**config.mk**
```make
export PLATFORM = sky130hd
export DESIGN_NAME = sorted_array_loader
export DESIGN_NICKNAME = d
export VERILOG_FILES = /design/src/rtl/sorted_array_loader.sv
export SDC_FILE = /design/constraint.sdc
export NUM_CORES = 1
export LEC_CHECK = 0
export ABC_AREA = 0
export ABC_CLOCK_PERIOD_IN_PS = 3400
export CAP_MARGIN = 20
export CORE_MARGIN = 3
export CORE_UTILIZATION = 57
export DETAILED_ROUTE_END_ITERATION = 8
export PLACE_DENSITY = 0.75
export SYNTH_ARGS = -nofsm -noshare
export SYNTH_HDL_FRONTEND = slang
export SYNTH_SLANG_ARGS = --single-unit
```
**constraint.sdc**
```tcl
create_clock -name clk -period 3.4 [get_ports clk]
set_clock_uncertainty 0.05 [all_clocks]
set_input_delay 0.68 -clock clk [delete_from_list [all_inputs] [get_ports clk]]
set_output_delay 0.68 -clock clk [all_outputs]
set_load 0.01 [all_outputs]
```
**src/rtl/sorted_array_loader.sv**
```systemverilog
// Insertion-sorting loader that feeds the binary-search stage its buffer in ascending order.
// Optional SORT_PAD_EN: drain always emits NUM_DATA beats, padding unused slots with all-ones.
`ifndef DATA_WIDTH
`define DATA_WIDTH 8
`endif
`ifndef NUM_DATA
`define NUM_DATA 16
`endif

module sorted_array_loader #(
  parameter int DATA_WIDTH = `DATA_WIDTH,
  parameter int NUM_DATA   = `NUM_DATA,
  parameter int CW         = $clog2(NUM_DATA) + 1
) (
  input  logic                  clk,
  input  logic                  rst_n,
  input  logic                  in_valid,
  input  logic [DATA_WIDTH-1:0] in_data,
  input  logic                  in_last,
  output logic                  in_ready,
  output logic                  out_valid,
  output logic [DATA_WIDTH-1:0] out_data,
  input  logic                  out_ready,
  output logic [CW-1:0]         count,
  output logic                  load_done
);

  localparam int AW = $clog2(NUM_DATA);

  typedef enum logic [1:0] {FILL, DRAIN, DONE} state_t;

  state_t                r_state;
  logic [DATA_WIDTH-1:0] r_arr [NUM_DATA];
  logic [CW-1:0]         r_count;
  logic [CW-1:0]         r_rdPtr;
  logic                  r_inReady;
  logic                  r_outValid;
  logic                  r_loadDone;

  logic [NUM_DATA-1:0]   w_gt;
  logic [DATA_WIDTH-1:0] w_ins [NUM_DATA];
  logic                  w_accept;
  logic                  w_fillEnd;
  logic                  w_outFire;
  logic                  w_lastBeat;
  logic [CW-1:0]         w_drainLen;
  logic [AW-1:0]         w_rdIdx;
  logic [DATA_WIDTH-1:0] w_elem;

  // Strict greater-than keeps duplicates stable: a new value lands after its equals.
  always_comb begin
    w_gt = '0;
    for (int i = 0; i < NUM_DATA; i++) begin
      w_gt[i] = (CW'(i) < r_count) && (r_arr[i] > in_data);
    end
  end

  always_comb begin
    for (int i = 0; i < NUM_DATA; i++) begin
      w_ins[i] = r_arr[i];
    end
    if (w_gt[0] || (r_count == '0)) begin
      w_ins[0] = in_data;
    end
    for (int i = 1; i < NUM_DATA; i++) begin
      if (w_gt[i-1]) begin
        w_ins[i] = r_arr[i-1];
      end else if (w_gt[i] || (CW'(i) == r_count)) begin
        w_ins[i] = in_data;
      end
    end
  end

  assign w_accept  = (r_state == FILL) && in_valid && r_inReady;
  assign w_fillEnd = in_last || (r_count == CW'(NUM_DATA - 1));
  assign w_outFire = r_outValid && out_ready;
  assign w_rdIdx   = r_rdPtr[AW-1:0];

`ifdef SORT_PAD_EN
  assign w_drainLen = CW'(NUM_DATA);
  assign w_elem     = (r_rdPtr >= r_count) ? {DATA_WIDTH{1'b1}} : r_arr[w_rdIdx];
`else
  assign w_drainLen = r_count;
  assign w_elem     = r_arr[w_rdIdx];
`endif

  assign w_lastBeat = (r_rdPtr == (w_drainLen - CW'(1)));

  always_ff @(posedge clk) begin
    if (w_accept) begin
      for (int i = 0; i < NUM_DATA; i++) begin
        r_arr[i] <= w_ins[i];
      end
    end
  end

  // Control FSM; the array itself is never cleared, only count bounds its meaningful part.
  always_ff @(posedge clk) begin
    if (!rst_n) begin
      r_state    <= FILL;
      r_count    <= '0;
      r_rdPtr    <= '0;
      r_inReady  <= 1'b0;
      r_outValid <= 1'b0;
      r_loadDone <= 1'b0;
    end else begin
      r_loadDone <= 1'b0;
      case (r_state)
        FILL: begin
          r_inReady <= 1'b1;
          if (w_accept) begin
            r_count <= r_count + CW'(1);
            if (w_fillEnd) begin
              r_state    <= DRAIN;
              r_inReady  <= 1'b0;
              r_outValid <= 1'b1;
              r_rdPtr    <= '0;
            end
          end
        end
        DRAIN: begin
          if (w_outFire) begin
            r_rdPtr <= r_rdPtr + CW'(1);
            if (w_lastBeat) begin
              r_state    <= DONE;
              r_outValid <= 1'b0;
              r_loadDone <= 1'b1;
            end
          end
        end
        DONE: begin
          r_state   <= FILL;
          r_count   <= '0;
          r_rdPtr   <= '0;
          r_inReady <= 1'b1;
        end
        default: begin
          r_state <= FILL;
        end
      endcase
    end
  end

  assign in_ready  = r_inReady;
  assign out_valid = r_outValid;
  assign out_data  = r_outValid ? w_elem : '0;
  assign count     = r_count;
  assign load_done = r_loadDone;

endmodule

```
# --- Yosys cells after proc, flatten, opt, wreduce, memory -nomap -nowiden ---
# Memory sizes are Yosys's and may differ from the RTL's. A register that Yosys moved wholly into a read port is not among the register bits.
# Index checks and enable logic that the tools add are counted.
word_totals:
  wordCells: 167
  reg_bits: 15
  mem_count: 1
  inputBits: 13
  ramBits: 128
op_classes:
  eq_ne: 23
  order_cmp: 32
  n_reduce_logical: 46
  muxes: 56
  n_addsub: 3
mem_list:
  columns: ["name", "depth", "width", "read_ports", "rd_clocked_by_memory_dff", "write_ports", "line", "text"]
  rows:
  - ["r_arr", 16, 8, 17, 1, 16, "33", "logic [DATA_WIDTH-1:0] r_arr [NUM_DATA];"]
ops:
  columns: ["cell", "count"]
  rows:
  - ["$mux W8", 32]
  - ["$gt A8 B8 Y1", 16]
  - ["$eq A4 B5 Y1 const A", 8]
  - ["$lt A4 B5 Y1 const A", 8]
  - ["$eq A3 B5 Y1 const A", 4]
  - ["$lt A3 B5 Y1 const A", 4]
  - ["$mux W5", 4]
  - ["$logic_and A1 B1 Y1", 19]
  - ["$logic_or A1 B1 Y1", 17]
  - ["$pmux W5 S3", 1]
  - ["$add A5 B1 Y5 const B", 2]
  - ["$eq A2 B5 Y1 const A", 2]
  - ["$lt A1 B5 Y1 const A", 2]
  - ["$lt A2 B5 Y1 const A", 2]
  - ["$pmux W5 S2", 1]
  - ["$mux W1", 9]
  - ["$mux W2", 4]
  - ["$mux W4", 2]
  - ["$ne A2 B2 Y1 const B", 4]
  - ["$reduce_and A4 Y1", 2]
  - ["$eq A1 B5 Y1 const A", 1]
  - ["$eq A5 B4 Y1 const B", 1]
  - ["$eq A5 B5 Y1", 1]
  - ["$logic_not A5 Y1", 1]
  - ["other kinds (11)", 13]

# --- Depth between registers and ports, before layout ---
# Gate-level depths: netlist (run 1).
depth:
  depth_word: 7
  mapped_depth: 9

# --- Worst setup path after synthesis (run 1) ---
# OpenSTA, ideal clock, no wires.
synth_path:
  kind: "input to register"
  from: "input in_data[1]"
  to: "memory r_arr[2][0] (netlist bit), enable pin"
  n_path_buf: 2
  setup_slack_ns: 0.169
  cell_stages: 9
  t_arrival_ns: 2.803
  required_ns: 2.972
  path_cell_list: "clkbuf_1 inv_1 ha_1 nor2b_1 o211ai_1 a21o_1 a221o_1 buf_2 a31oi_1"
synth_lines:
  columns: ["item", "line", "text"]
  rows:
  - ["from (decl)", "18", "input logic [DATA_WIDTH-1:0] in_data,"]
  - ["to (decl)", "33", null]

==> out/results.txt, run 1 <==
The largest net degree at the start of global routing came out at 33. The run gives 1011 as the starting DRC count in detailed routing. The die covers 0.02014 mm^2. The via count of the first global-routing pass is 8085.

Counting flops with a built-in enable in the synthesized netlist gives 128. In the final layout, flip-flops and latches occupy 0.004229 mm^2. After filler insertion, the fill cell instance count of the layout stands at 1271. The share of synthesized area occupied by flip-flops and latches was 40.11%; the initial antenna violation count was 0.

The repair_antennas step left the layout with diodes totalling 0. The total global routing overflow was 0; the routability congestion estimate from global placement was 0.9416. The boundary pin count came out at 29.

The wire length of the first global-routing pass is 48040 um, and the clock-pin transition on the worst setup and hold timing paths is 0.06 ns. The clock tree synthesis step divided the H-tree into 4 levels. The worst pin sits at a relative slew slack of 42.58%. For this run, the detailed router's first-pass iteration total came to 5. The critical path is of the reg2out type.

The tools report the number of cells produced by synthesis as 835. At the later pin of the worst-skew pair, clock insertion delay measures 0.43 ns. The maximum clock insertion buffer count is 2, and the fraction of registers with async set/reset is 0%.

For the cell leakage power, the log shows 0.004609 uW. Yosys printed 0 warnings. The row count is 49. After legalization and detailed placement, the total HPWL measured 23220 um. The type of the most critical hold path was reg2reg. The final critical path takes up 97.80% of the cycle. For the worst flop-to-flop path, the logic depth is 5. Input and output buffers added on the ports amount to 28. CTS placed an instance of sky130_fd_sc_hd__clkbuf_16 at the clock tree root. The number of distinct library cells after synthesis was 51.

Using the TritonRoute via totals, the vias-per-cell ratio works out to 6.904. The transition at the pin with the smallest max-transition slack was 0.8602 ns. Number of clock sinks seen by CTS: 147.

The average instance in the mapped netlist occupies 12.61 um^2. Of the cells placed in the final design, the portion with a size suffix greater than 1 is 28.45%. In this run the worst path has a maximum fanout of 12. Setup violations remaining at the end of the flow were counted as 0. The region available for standard cell placement spans 0.01809 mm^2.

Setup total negative slack on the finished layout was measured at 0 ns. The height of the chip is 141.9 um. The worst setup path is launched from a register. For the hold violation total from the final report, the log shows 0. TritonCTS built the clock tree. The run gives 67.46% as the final design utilization.

The run finished with clean final reports. Max-cap violations in this run came to 0. After synthesis, the largest area contributor takes up 36.50% of total cell area. The multi-input logic area was 0.006002 mm^2; the final routed wire length divided by cell count was 27.19 um.

The count of nets left with antenna violations once routing finished came out at 0. In the post-synthesis netlist, the biggest area contributors are sky130_fd_sc_hd__edfxtp_1 37%, sky130_fd_sc_hd__ha_1 16%, sky130_fd_sc_hd__mux2_2 13%. The number of placed instances, taps included, is 1129.

Of all cell types, the one taking the most synthesized area is sky130_fd_sc_hd__edfxtp_1. The maximum clock rate is 300.7 MHz. For the count of pins over their slew limit, the log shows 0. The initial utilization of the core area, before any placement, comes to 58.22%. Endpoint type of the worst setup path: an output pin. The flip-flop cell with the highest count after synthesis was sky130_fd_sc_hd__edfxtp_1.

The worst hold path passes through 2 cells. The run gives 8036 as the number of vias after detailed routing. The power density normalized to cell area was 358.6 mW/mm^2. VDD sags by at most 0.0002596 V. The worst endpoint required time was 2.67 ns; the total CTS buffers was 17. Setup repair after global routing left no endpoint under its margin.

At the worst endpoint, the arrival time is 2.60 ns. The total wire length is 31650 um, and the final critical delay including setup and external delays is 3.325 ns. The tools report the final non-filler cell total as 1164. The tools report the total routing resource utilization after global routing as 32.03%. The final layout contains 1069 nets. The floorplan step set the die width to 141.9 um. The number of nets handed over by synthesis was 982. Relative to the synthesized area, the layout overhead comes to 15.86%. In this run, synthesis produced a sequential element count of 147. For this run, design rule violations remaining after detail routing come to 0. The mapped netlist covers 0.01053 mm^2.
==> path summary, 6_finish.rpt <==
| path | from | end | slack (ns) |
|---|---|---|---|
| min | r_rdPtr[4] | r_rdPtr[4] | 0.49 |
| max | register | out_data[2] | 0.07 |
| max reg2reg | count[2] | r_arr[9][1] | 0.74 |
| min reg2reg | r_rdPtr[4] | r_rdPtr[4] | 0.49 |
==> critical path, cell delays in order, from the launching register on <==
cell and delay, ns:
sky130_fd_sc_hd__dfxtp_4 0.38, sky130_fd_sc_hd__buf_4 0.12, sky130_fd_sc_hd__buf_12 0.14, sky130_fd_sc_hd__mux4_1 0.57
sky130_fd_sc_hd__mux4_2 0.50, sky130_fd_sc_hd__and2_1 0.17, sky130_fd_sc_hd__dlygate4sd2_1 0.28
==> timing repair <==
action                     CTS  global route
gates cloned                 1             0
resized for setup           17             1
hold buffers                 0             0
setup endpoints to repair    8             8
setup buffers                2             0
==> where the power goes <==
group	switching, uW	total (uW)	internal [uW]	leakage [uW]
clock network	772	1850	1080	0.000267
logic	290	529	239	0.00303
registers	19.9	2000	1980	0.00131
==> sequential cells by signal (all words and copies together), names as in the netlist, named ones only <==
signal,cells
count,5
in_ready,1
load_done,1
out_valid,1
r_arr,128
r_rdPtr,5
r_state,2
==> cells by family after synthesis <==
group | Yosys count | synth area share [%]
and+or+nand+nor | 165 | 8.032
muxes | 164 | 22.34
AOI/OAI and AO/OA | 149 | 9.850
DFF | 147 | 40.11
adders and majority gates | 134 | 15.92
buffers and inverters | 64 | 2.745
xor gates and xnor gates | 12 | 0.9981
==> layout make-up <==
class,count,share of cell area (%)
Timing Repair Buffer,99,8.122
Sequential cell,147,34.66
Multi-Input combinational cell,624,49.19
Clock buffer,19,3.548
Inverter,33,1.015
Tap cell,229,2.348
Clock inverter,13,1.108
==> layer usage <==
metal  vias up  wire length (um)  track usage [%]
li1       3487                 -                -
met1      3927             12800            43.95
met2       528             14260            48.93
met3        94              3336            8.325
met4         0              1251            12.93
met5         -                 0                0
==> stage by stage <==
stage                     setup WS (ns)  power, uW  instance area [um^2]  hold slack [ns]
after floorplan                  0.1692       2346                 10530           0.4493
after detailed placement        -0.2749       2547                 11590           0.4694
after CTS                       0.07658       4356                 12200           0.4900
after global placement          -0.2346       2521                 11590           0.4688
final                           0.07486       4374                 12200           0.4936
after global routing            0.01432       4495                 12200           0.5124
==> cell usage after synthesis (all sizes together), types with 2 or more instances <==
master / number
a221o: 2
inv: 33
buf: 14
mux2: 120
o211ai: 13
o21a: 3
dfxtp: 19
o31ai: 8
and2: 11
ha: 134
nor2: 51
nand3: 10
and3: 3
xnor2: 5
nand4: 37
a32oi: 3
a21oi: 55
nand2: 25
nand3b: 2
nor2b: 18
a211oi: 9
or2: 3
a41oi: 2
a31oi: 16
o21ai: 27
a211o: 4
edfxtp: 128
mux2i: 4
clkbuf: 17
xor2: 7
mux4: 40
==> cell usage in the layout (no fill, tap or decap), types with 16 or more instances in the layout <==
| cell | n |
|---|---|
| sky130_fd_sc_hd__a21oi_1 | 55 |
| sky130_fd_sc_hd__a31oi_1 | 16 |
| sky130_fd_sc_hd__buf_4 | 57 |
| sky130_fd_sc_hd__clkbuf_16 | 17 |
| sky130_fd_sc_hd__clkdlybuf4s50_1 | 20 |
| sky130_fd_sc_hd__dfxtp_1 | 17 |
| sky130_fd_sc_hd__edfxtp_1 | 128 |
| sky130_fd_sc_hd__ha_1 | 134 |
| sky130_fd_sc_hd__inv_1 | 33 |
| sky130_fd_sc_hd__mux2_2 | 120 |
| sky130_fd_sc_hd__mux4_2 | 28 |
| sky130_fd_sc_hd__nand2_1 | 25 |
| sky130_fd_sc_hd__nand4_1 | 37 |
| sky130_fd_sc_hd__nor2_1 | 50 |
| sky130_fd_sc_hd__nor2b_1 | 18 |
| sky130_fd_sc_hd__o21ai_0 | 25 |
Note: power is estimated with default switching activity, not from simulation.
==> inputs of run 2 (changes only) <==
--- a/config.mk
+++ b/config.mk
@@ -11,6 +11,7 @@
 export CORE_MARGIN = 3
 export CORE_UTILIZATION = 57
 export DETAILED_ROUTE_END_ITERATION = 8
+export GPL_TIMING_DRIVEN = 0
 export PLACE_DENSITY = 0.75
 export SYNTH_ARGS = -nofsm -noshare
 export SYNTH_HDL_FRONTEND = slang
==> run 2 against run 1 <==
  * Clock power rose by 17%
  * Cell area rose by 4.7%
  * Sequential cell count did not move
  * Power rose by 7.8%
  * Critical path depth rose by 5
  * Global-route usage fell by 0.25 points
  * Maximum frequency fell by 2.1%
  * Via count rose by 1.9%
  * Count of clock-buffer cells in the layout fell by 1
  * Setup slack got worse by 0.070 ns
  * Die area did not move
  * First-iteration DRC count rose by 11%
  * Largest power group is now the clock network
==> out/results.txt, run 2 (synthesis results as in run 1) <==
Largest delay contributor family on the critical path: buffers and inverters. The run gives -1.987 ns (-1.713 ns) as the worst setup slack after placement. The tools report the wire length of the first global-routing pass as 48090 um (+0.10%). The die extent in x works out to 141.9 um (unchanged). The final cycle utilization of the critical path was 99.85% (+2.1 points); the largest net degree at the start of global routing was 24 (-27%). The hold buffer count at cts came out at 0 (unchanged). Boundary pin count: 29 (unchanged). The most common cell after layout, fill and taps aside was sky130_fd_sc_hd__ha_1.

The worst setup path is of the in2reg kind. The run gives 0 (unchanged) as the hold violation total from the final report. The register with the most flip-flops in the final layout is r_arr. The worst voltage drop across the vdd grid is 0.0003477 V (+34%), and the largest fanout of any net on the critical path is 10 (-2). The cell leakage power was 0.004688 uW (+1.7%). The maximum clock insertion buffer count is 2 (unchanged), and the worst endpoint data arrival time is 3.50 ns (+0.90 ns). The tools report the number of cells after detailed placement as 1092 (-3.3%).

The tools report the number of fillers in the final layout as 1146 (-9.8%). The slowest cell on the critical path is sky130_fd_sc_hd__clkdlybuf4s15_1. The number of iterations in the first detailed-routing pass was 6 (+1). The relative slew slack is 26.53% (-16 points), and the diode insertion count for antenna repair is 0 (unchanged). The number of buffers added on ports was 28 (unchanged); the area of the die was 0.02014 mm^2 (unchanged). For the row count, the log shows 49 (unchanged). The average via count per standard cell is 6.940 (+0.52%), and the final critical delay including setup and external delays is 3.395 ns (+0.06987 ns).

The number of buffers and inverters on the critical path works out to 6 (+3). The library cells used most frequently in the layout, excluding fill and tap cells, are 134 x sky130_fd_sc_hd__ha_1, 128 x sky130_fd_sc_hd__edfxtp_1, 120 x sky130_fd_sc_hd__mux2_2, 53 x sky130_fd_sc_hd__a21oi_1, 50 x sky130_fd_sc_hd__nor2_1. For the total global routing overflow, the log shows 0 (unchanged). The tools report the number of maximum-capacitance violations as 0 (unchanged). The worst endpoint required time was 3.50 ns (+0.83 ns); the starting DRC count in detailed routing was 1123 (+11%). The number of nets still failing antenna checks after routing was 0 (unchanged). The run gives 32180 um (+1.7%) as the total wire length.

The number of flip-flops in the largest register was 128 (unchanged). The fraction of layout cells with a size suffix above 1 came out at 32.70% (+4.3 points). The top routing layer in use was met4. The transition at the pin with the smallest max-transition slack came out at 1.102 ns (+0.2418 ns). The endpoint type of the worst setup path is a register. The clock-pin transition on the worst setup and hold timing paths was 0.06 ns (about the same); the height of the chip was 141.9 um (unchanged).

Type of the most critical hold path: reg2reg. For the final non-filler cell total, the log shows 1180 (+1.4%). The initial standard-cell utilization of the core was 58.22% (unchanged). The delay of the slowest critical-path stage is 0.37 ns (-0.20 ns). The post-route setup TNS was 0 ns (unchanged); the via count of the first global-routing pass was 7999 (-1.1%). The logs give 0 (unchanged) for the number of remaining DRC errors and 21680 um (-6.6%) for the post-DP HPWL. The tools report the final worst setup slack as 0.004993 ns (-0.06987 ns). The sequential standard cell area was 0.004227 mm^2 (about the same).

The tools report the startpoint kind of the worst setup timing path as a primary input. The run gives 14860 um (+4.3%) as the routed wire length on met2. The run gives 4 (unchanged) as the maximum level of the CTS H-tree. The amount of wire on met3 after detailed routing is 3283 um (-1.6%). Worst hold slack: 0.4998 ns (+0.006130 ns). TritonCTS built the clock tree. The power density normalized to cell area is 368.8 mW/mm^2 (+2.9%), and the multi-input logic area is 0.006290 mm^2 (+4.8%).

The tools report the initial antenna violation count as 0 (unchanged). The number of vias after detailed routing is 8189 (+1.9%). For the count of endpoints failing setup in the final report, the log shows 0 (unchanged). The logs give 31.78% (-0.25 points) for the total routing resource utilization after global routing and 0.01809 mm^2 (unchanged) for the floorplan core area.

The final routed wire length divided by cell count was 27.27 um (+0.32%). The net count reported at finish is 1086 (+1.6%), and the maximum clock rate is 294.6 MHz (-2.1%). Detailed-routing wirelength on met1: 12720 um (-0.63%).

The cell at the root of the clock tree is sky130_fd_sc_hd__clkbuf_16. The run gives 147 (unchanged) as the number of clock sinks seen by CTS. The tools report the total CTS buffers as 17 (unchanged). The count of pins over their slew limit came out at 0 (unchanged).

Walking the worst path, the cells encountered are clkdlybuf4s15_1 > clkbuf_4 > clkinvlp_4 > buf_4 > ha_1 > nand4_1 > a21o_1 > a221o_1 > buf_2 > a31oi_4 > buf_12. For the routability congestion estimate from global placement, the log shows 0.8902 (-5.5%). The synthesis-to-layout area growth came out at 21.36%. The slack of the worst reg-to-reg path came out at 0.66 ns (-0.08 ns).

The clock latency at the later pin of the worst-skew pair came out at 0.44 ns (about the same). The run finished with clean final reports.
[run 2: cell count changes in the layout (fill, tap and decap cells not counted), sizes merged]
cell,delta
inv,-8
bufbuf,-1
dlygate4sd2,-1
bufinv,+4
buf,+2
clkdlybuf4s15,+6
clkinvlp,+6
clkdlybuf4s50,-8
clkbuf,+18
clkinv,-2
[run 2: path summary, 6_finish.rpt]
path                            depth (start not counted)       start      endpoint
worst min-delay path                                    2  r_rdPtr[4]    r_rdPtr[4]
worst min register to register                          2  r_rdPtr[4]    r_rdPtr[4]
worst max-delay path                                   11  in_data[6]   r_arr[2][4]
worst max register to register                          6  r_state[0]  r_arr[12][6]
[run 2: worst min-delay path: cells and delay by family, from the launching register on]
family / cells / cell delay, ns
XOR/XNOR: 1 / 0.08
flip-flops: 1 / 0.36
AND/OR/NAND/NOR: 1 / 0.07
[run 2: where the power goes]
part | switching, uW | leakage, uW | internal (uW)
Combinational | 312 | 0.00307 | 246
Sequential | 16.8 | 0.00131 | 1980
Clock | 788 | 0.000312 | 1370
Total | 1120 | 0.00469 | 3600
[run 2: area by class of cell]
| cell class | count | share of cell area [%] |
|---|---|---|
| timing repair buffer | 86 | 7.294 |
| tap | 229 | 2.242 |
| clock inverter | 13 | 1.831 |
| multi-input combinational | 624 | 49.22 |
| sequential | 147 | 33.07 |
| clock buffer | 18 | 3.358 |
| buffer | 30 | 1.811 |
| inverter | 33 | 1.175 |
[run 2: repair_timing]
| action | CTS | global route |
|---|---|---|
| endpoints found under the setup margin | 256 | 103 |
| buffers inserted | 52 | 4 |
| gates resized for setup | 100 | 13 |
| pin swaps | 18 | 2 |
[run 2: per-stage QoR]
step,util [%],total power (uW),area [um^2]
6_report,70.66,4714,12780
5_1_grt,70.66,4840,12780
4_1_cts,70.05,4667,12670
3_5_place_dp,61.36,2499,11100
3_3_place_gp,61.36,2485,11100
2_1_floorplan,-,2346,10530
[run 2: per-layer routing]
metal	up-vias	track usage, %
met1	3971	43.32
met2	579	50.42
met5	-	0
met3	112	7.246
met4	0	11.21
li1	3527	-
==> inputs of run 3 (changes only) <==
--- a/config.mk
+++ b/config.mk
@@ -5,7 +5,7 @@
 export SDC_FILE = /design/constraint.sdc
 export NUM_CORES = 1
 export LEC_CHECK = 0
-export ABC_AREA = 0
+export ABC_AREA = 1
 export ABC_CLOCK_PERIOD_IN_PS = 3400
 export CAP_MARGIN = 20
 export CORE_MARGIN = 3
==> run 3 against run 2 <==
  * Clock power down 18%
  * Non-clock buffer count is 30 lower
  * Critical path depth up 2
  * Sequential power is essentially flat
  * Routed wire length grew 7.8%
  * Die area rose by 2.0%
  * Critical path type unchanged
  * Largest cell class unchanged
  * Largest power group is now sequential cells
==> out/results.txt, run 3 <==
The floorplan core area was 0.01827 mm^2 (+1.0%); the maximum level of the CTS H-tree was 4 (unchanged). The post-synthesis compound-gate area fraction came out at 18.21% (+8.4 points). The routability congestion estimate from global placement is 0.9929 (+12%). The maximum clock insertion buffer count came out at 2 (unchanged).

The run gives 0 (unchanged) as the initial antenna violation count. The post-route setup TNS was 0 ns (unchanged); the number of cells after detailed placement was 1567 (+43%). The count of pins over their slew limit came out at 0 (unchanged).

The register name with the most flops was r_arr. The fraction of layout cells with a size suffix above 1 is 10.50% (-22 points), and the average via count per standard cell is 6.214 (-10%). The worst setup path is launched from a primary input. Height of the chip: 143.4 um (+1.0%). The number of flops mapped to enable cells by yosys is 128 (unchanged), and the hold buffer count at cts is 0 (unchanged). The tools report the total wire length as 34700 um (+7.8%). The library cells used most frequently in the layout, excluding fill and tap cells, are 210 x sky130_fd_sc_hd__nand2_1, 169 x sky130_fd_sc_hd__a21oi_1, 134 x sky130_fd_sc_hd__ha_1, 129 x sky130_fd_sc_hd__o21ai_0.

The most frequently used cell type in the post-synthesis netlist is sky130_fd_sc_hd__nand2_1. The adder and majority cell fraction of the synthesized area is 15.59% (-0.33 points). After synthesis, the cell types taking the most area are sky130_fd_sc_hd__edfxtp_1 36%, sky130_fd_sc_hd__ha_1 16%, sky130_fd_sc_hd__a21oi_1 8.2%.

Source of the worst hold timing path: r_rdPtr[4]. The number of cells produced by synthesis was 1307 (+57%); the post-synthesis instance area was 0.01075 mm^2 (+2.1%). The final non-filler cell total is 1600 (+36%), and the via count of the first global-routing pass is 9383 (+17%).

The hold violation total from the final report was 0 (unchanged); the number of nets still failing antenna checks after routing was 0 (unchanged). Final cycle utilization of the critical path: 96.54% (-3.3 points). The row count was 49 (unchanged); the total global routing overflow was 0 (unchanged).

The root buffer cell chosen for the clock tree is sky130_fd_sc_hd__clkbuf_16. The number of vias after detailed routing was 9942 (+21%). The total routing resource utilization after global routing came out at 34.14% (+2.4 points).

For the diode insertion count for antenna repair, the log shows 0 (unchanged). The tools report the starting DRC count in detailed routing as 1395 (+24%). The number of fillers in the final layout was 1546 (+35%). Number of distinct library cells after synthesis: 37 (-27%). The post-DP HPWL was 25520 um (+18%).

The number of flip-flops in the largest register is 128 (unchanged), and the relative slew slack is 44.38% (+18 points). The sequential standard cell area was 0.004224 mm^2 (about the same); the area of the die was 0.02055 mm^2 (+2.0%). The power after layout came out at 4555 uW (-3.4%). The fraction of registers with async set/reset came out at 0% (unchanged). The number of clock sinks seen by CTS is 147 (unchanged).

Clock latency at the later pin of the worst-skew pair: 0.43 ns (about the same). The commonest cells after synthesis are 210 x sky130_fd_sc_hd__nand2_1, 177 x sky130_fd_sc_hd__a21oi_1, 134 x sky130_fd_sc_hd__ha_1, 129 x sky130_fd_sc_hd__o21ai_0. Cell leakage power: 0.005423 uW (+16%). Final design utilization: 66.31% (-4.4 points).

The final routed wire length divided by cell count was 21.69 um (-20%); the proportion of synthesized area in mux cells was 0% (-22 points). For the number of maximum-capacitance violations, the log shows 0 (unchanged). The worst endpoint data arrival time was 3.34 ns (-0.16 ns). Average instance area after synthesis: 8.227 um^2 (-35%). The path class of the tightest hold or removal check is reg2reg.

The final critical delay including setup and external delays is 3.282 ns (-0.1127 ns). The flow ran to the end, and the final reports show no timing, DRC or antenna violations. The die extent in x works out to 143.4 um (+1.0%).

STA classifies the critical path endpoint as a register. The area growth from synthesis to layout is 12.66%. The leading area contributor after synthesis was sky130_fd_sc_hd__edfxtp_1. The synthesized netlist net count is 1454 (+48%), and the power density normalized to cell area is 376.0 mW/mm^2 (+1.9%). Portion of synthesized cell area occupied by the leading cell type: 35.75% (-0.76 points). For the worst hold slack, the log shows 0.4941 ns (-0.005611 ns). The run gives 29 (unchanged) as the boundary pin count.

Leaving out fill and tap cells, the most frequent cell in the layout is sky130_fd_sc_hd__nand2_1. The initial standard-cell utilization of the core was 58.85% (+0.63 points); the number of synthesized register bits was 147 (unchanged). The fraction of synthesized cell area in xor and xnor cells was 0.4073% (-0.59 points). TritonCTS built the clock tree. The run gives 1505 (+39%) as the net count reported at finish. For the number of iterations in the first detailed-routing pass, the log shows 6 (unchanged).

The number of remaining DRC errors was 0 (unchanged); the worst voltage drop across the vdd grid was 0.0004175 V (+20%). The largest fanout of any net on the critical path is 25 (+15). In this run the worst setup path begins at in_data[4]. The worst endpoint required time came out at 3.46 ns (-0.04 ns). The clock-pin transition on the worst setup and hold timing paths is 0.06 ns (about the same), and the total CTS buffers is 17 (unchanged). For the count of endpoints failing setup in the final report, the log shows 0 (unchanged). The run gives 304.7 MHz (+3.4%) as the maximum clock rate. The launching point of the worst reg2reg path was count[1].

The transition at the pin with the smallest max-transition slack was 0.8329 ns (-0.2691 ns). Main combinational cell family by area after synthesis: simple AND/OR/NAND/NOR gates. The most used flip-flop cell after synthesis is sky130_fd_sc_hd__edfxtp_1.

The post-synthesis simple-gate area fraction is 18.90% (+11 points), and the wire length of the first global-routing pass is 52780 um (+9.7%). The critical path is of the in2reg type. The number of buffers added on ports works out to 28 (unchanged). The logs give 26 (+8.3%) for the largest net degree at the start of global routing and 0.005763 mm^2 (-8.4%) for the multi-input logic area. The count of synthesis-stage warnings from yosys is 0 (unchanged).

The share of synthesized area occupied by flip-flops and latches came out at 39.28% (-0.83 points).
==> run 3: final timing paths <==
kind                       end  slack (ns)  depth (start not counted)
setup reg to reg  r_arr[11][7]        0.89                          8
setup / recovery  r_arr[11][7]        0.12                         13
hold / removal      r_rdPtr[4]        0.49                          2
hold reg to reg     r_rdPtr[4]        0.49                          2
==> run 3: where the power goes <==
group | leakage [uW] | internal (uW) | total, uW | switching [uW]
registers | 0.00131 | 1990 | 2020 | 33.3
clock network | 0.000280 | 988 | 1780 | 792
logic | 0.00384 | 256 | 752 | 496
total | 0.00542 | 3230 | 4550 | 1320
==> run 3: critical path, stage by stage <==
cell                            delay, ns
sky130_fd_sc_hd__dlygate4sd2_1       0.59
sky130_fd_sc_hd__inv_1               0.12
sky130_fd_sc_hd__clkbuf_4            0.39
sky130_fd_sc_hd__ha_1                0.39
sky130_fd_sc_hd__nand2_1             0.04
sky130_fd_sc_hd__nor2_1              0.15
sky130_fd_sc_hd__nand2_1             0.07
sky130_fd_sc_hd__nand3_1             0.07
sky130_fd_sc_hd__nand2_1             0.14
sky130_fd_sc_hd__nor2_4              0.15
sky130_fd_sc_hd__clkbuf_4            0.20
sky130_fd_sc_hd__nor2_1              0.08
sky130_fd_sc_hd__nor2_4              0.27
==> run 3: cells by family (layout without fill, tap and decap cells) <==
logic type,after synthesis,after routing
AOI/OAI and AO/OA,369,369
buffers and inverters,192,256
adders and majority gates,134,134
DFF,147,147
and+or+nand+nor,460,460
xor gates and xnor gates,5,5
==> run 3: layout make-up <==
type,instances,share of cell area (%)
clock buffers,22,3.863
flip-flops and latches,147,34.87
well taps,229,2.365
plain buffers,54,3.047
inverters,138,4.606
clock inverters,10,0.5887
multi-input cells,968,47.57
repair buffers,32,3.088
==> run 3: per-stage QoR <==
stage	instance area, um^2	worst slack [ns]
after floorplan	10760	0.009411
after global placement	11320	-2.380
after detailed placement	11400	-1.868
after CTS	12040	0.006392
after global routing	12110	-0.02206
final	12110	0.1177
==> run 3: layer usage <==
| layer | up-vias | global-route usage, % | share of wire (%) |
|---|---|---|---|
| li1 | 4679 | - | - |
| met1 | 4584 | 44.53 | 39 |
| met3 | 123 | 6.256 | 10 |
| met5 | - | 0 | 0 |
| met4 | 0 | 15.06 | 4.7 |
| met2 | 556 | 55.91 | 46 |
==> run 3: what timing repair did <==
item / 4_1_cts / 5_1_grt
endpoints found under the hold margin: 0 / 0
buffers inserted: 0 / 1
pin swaps: 0 / 3
cloned: 0 / 0
endpoints found under the setup margin: 256 / 32
resized for setup: 44 / 33
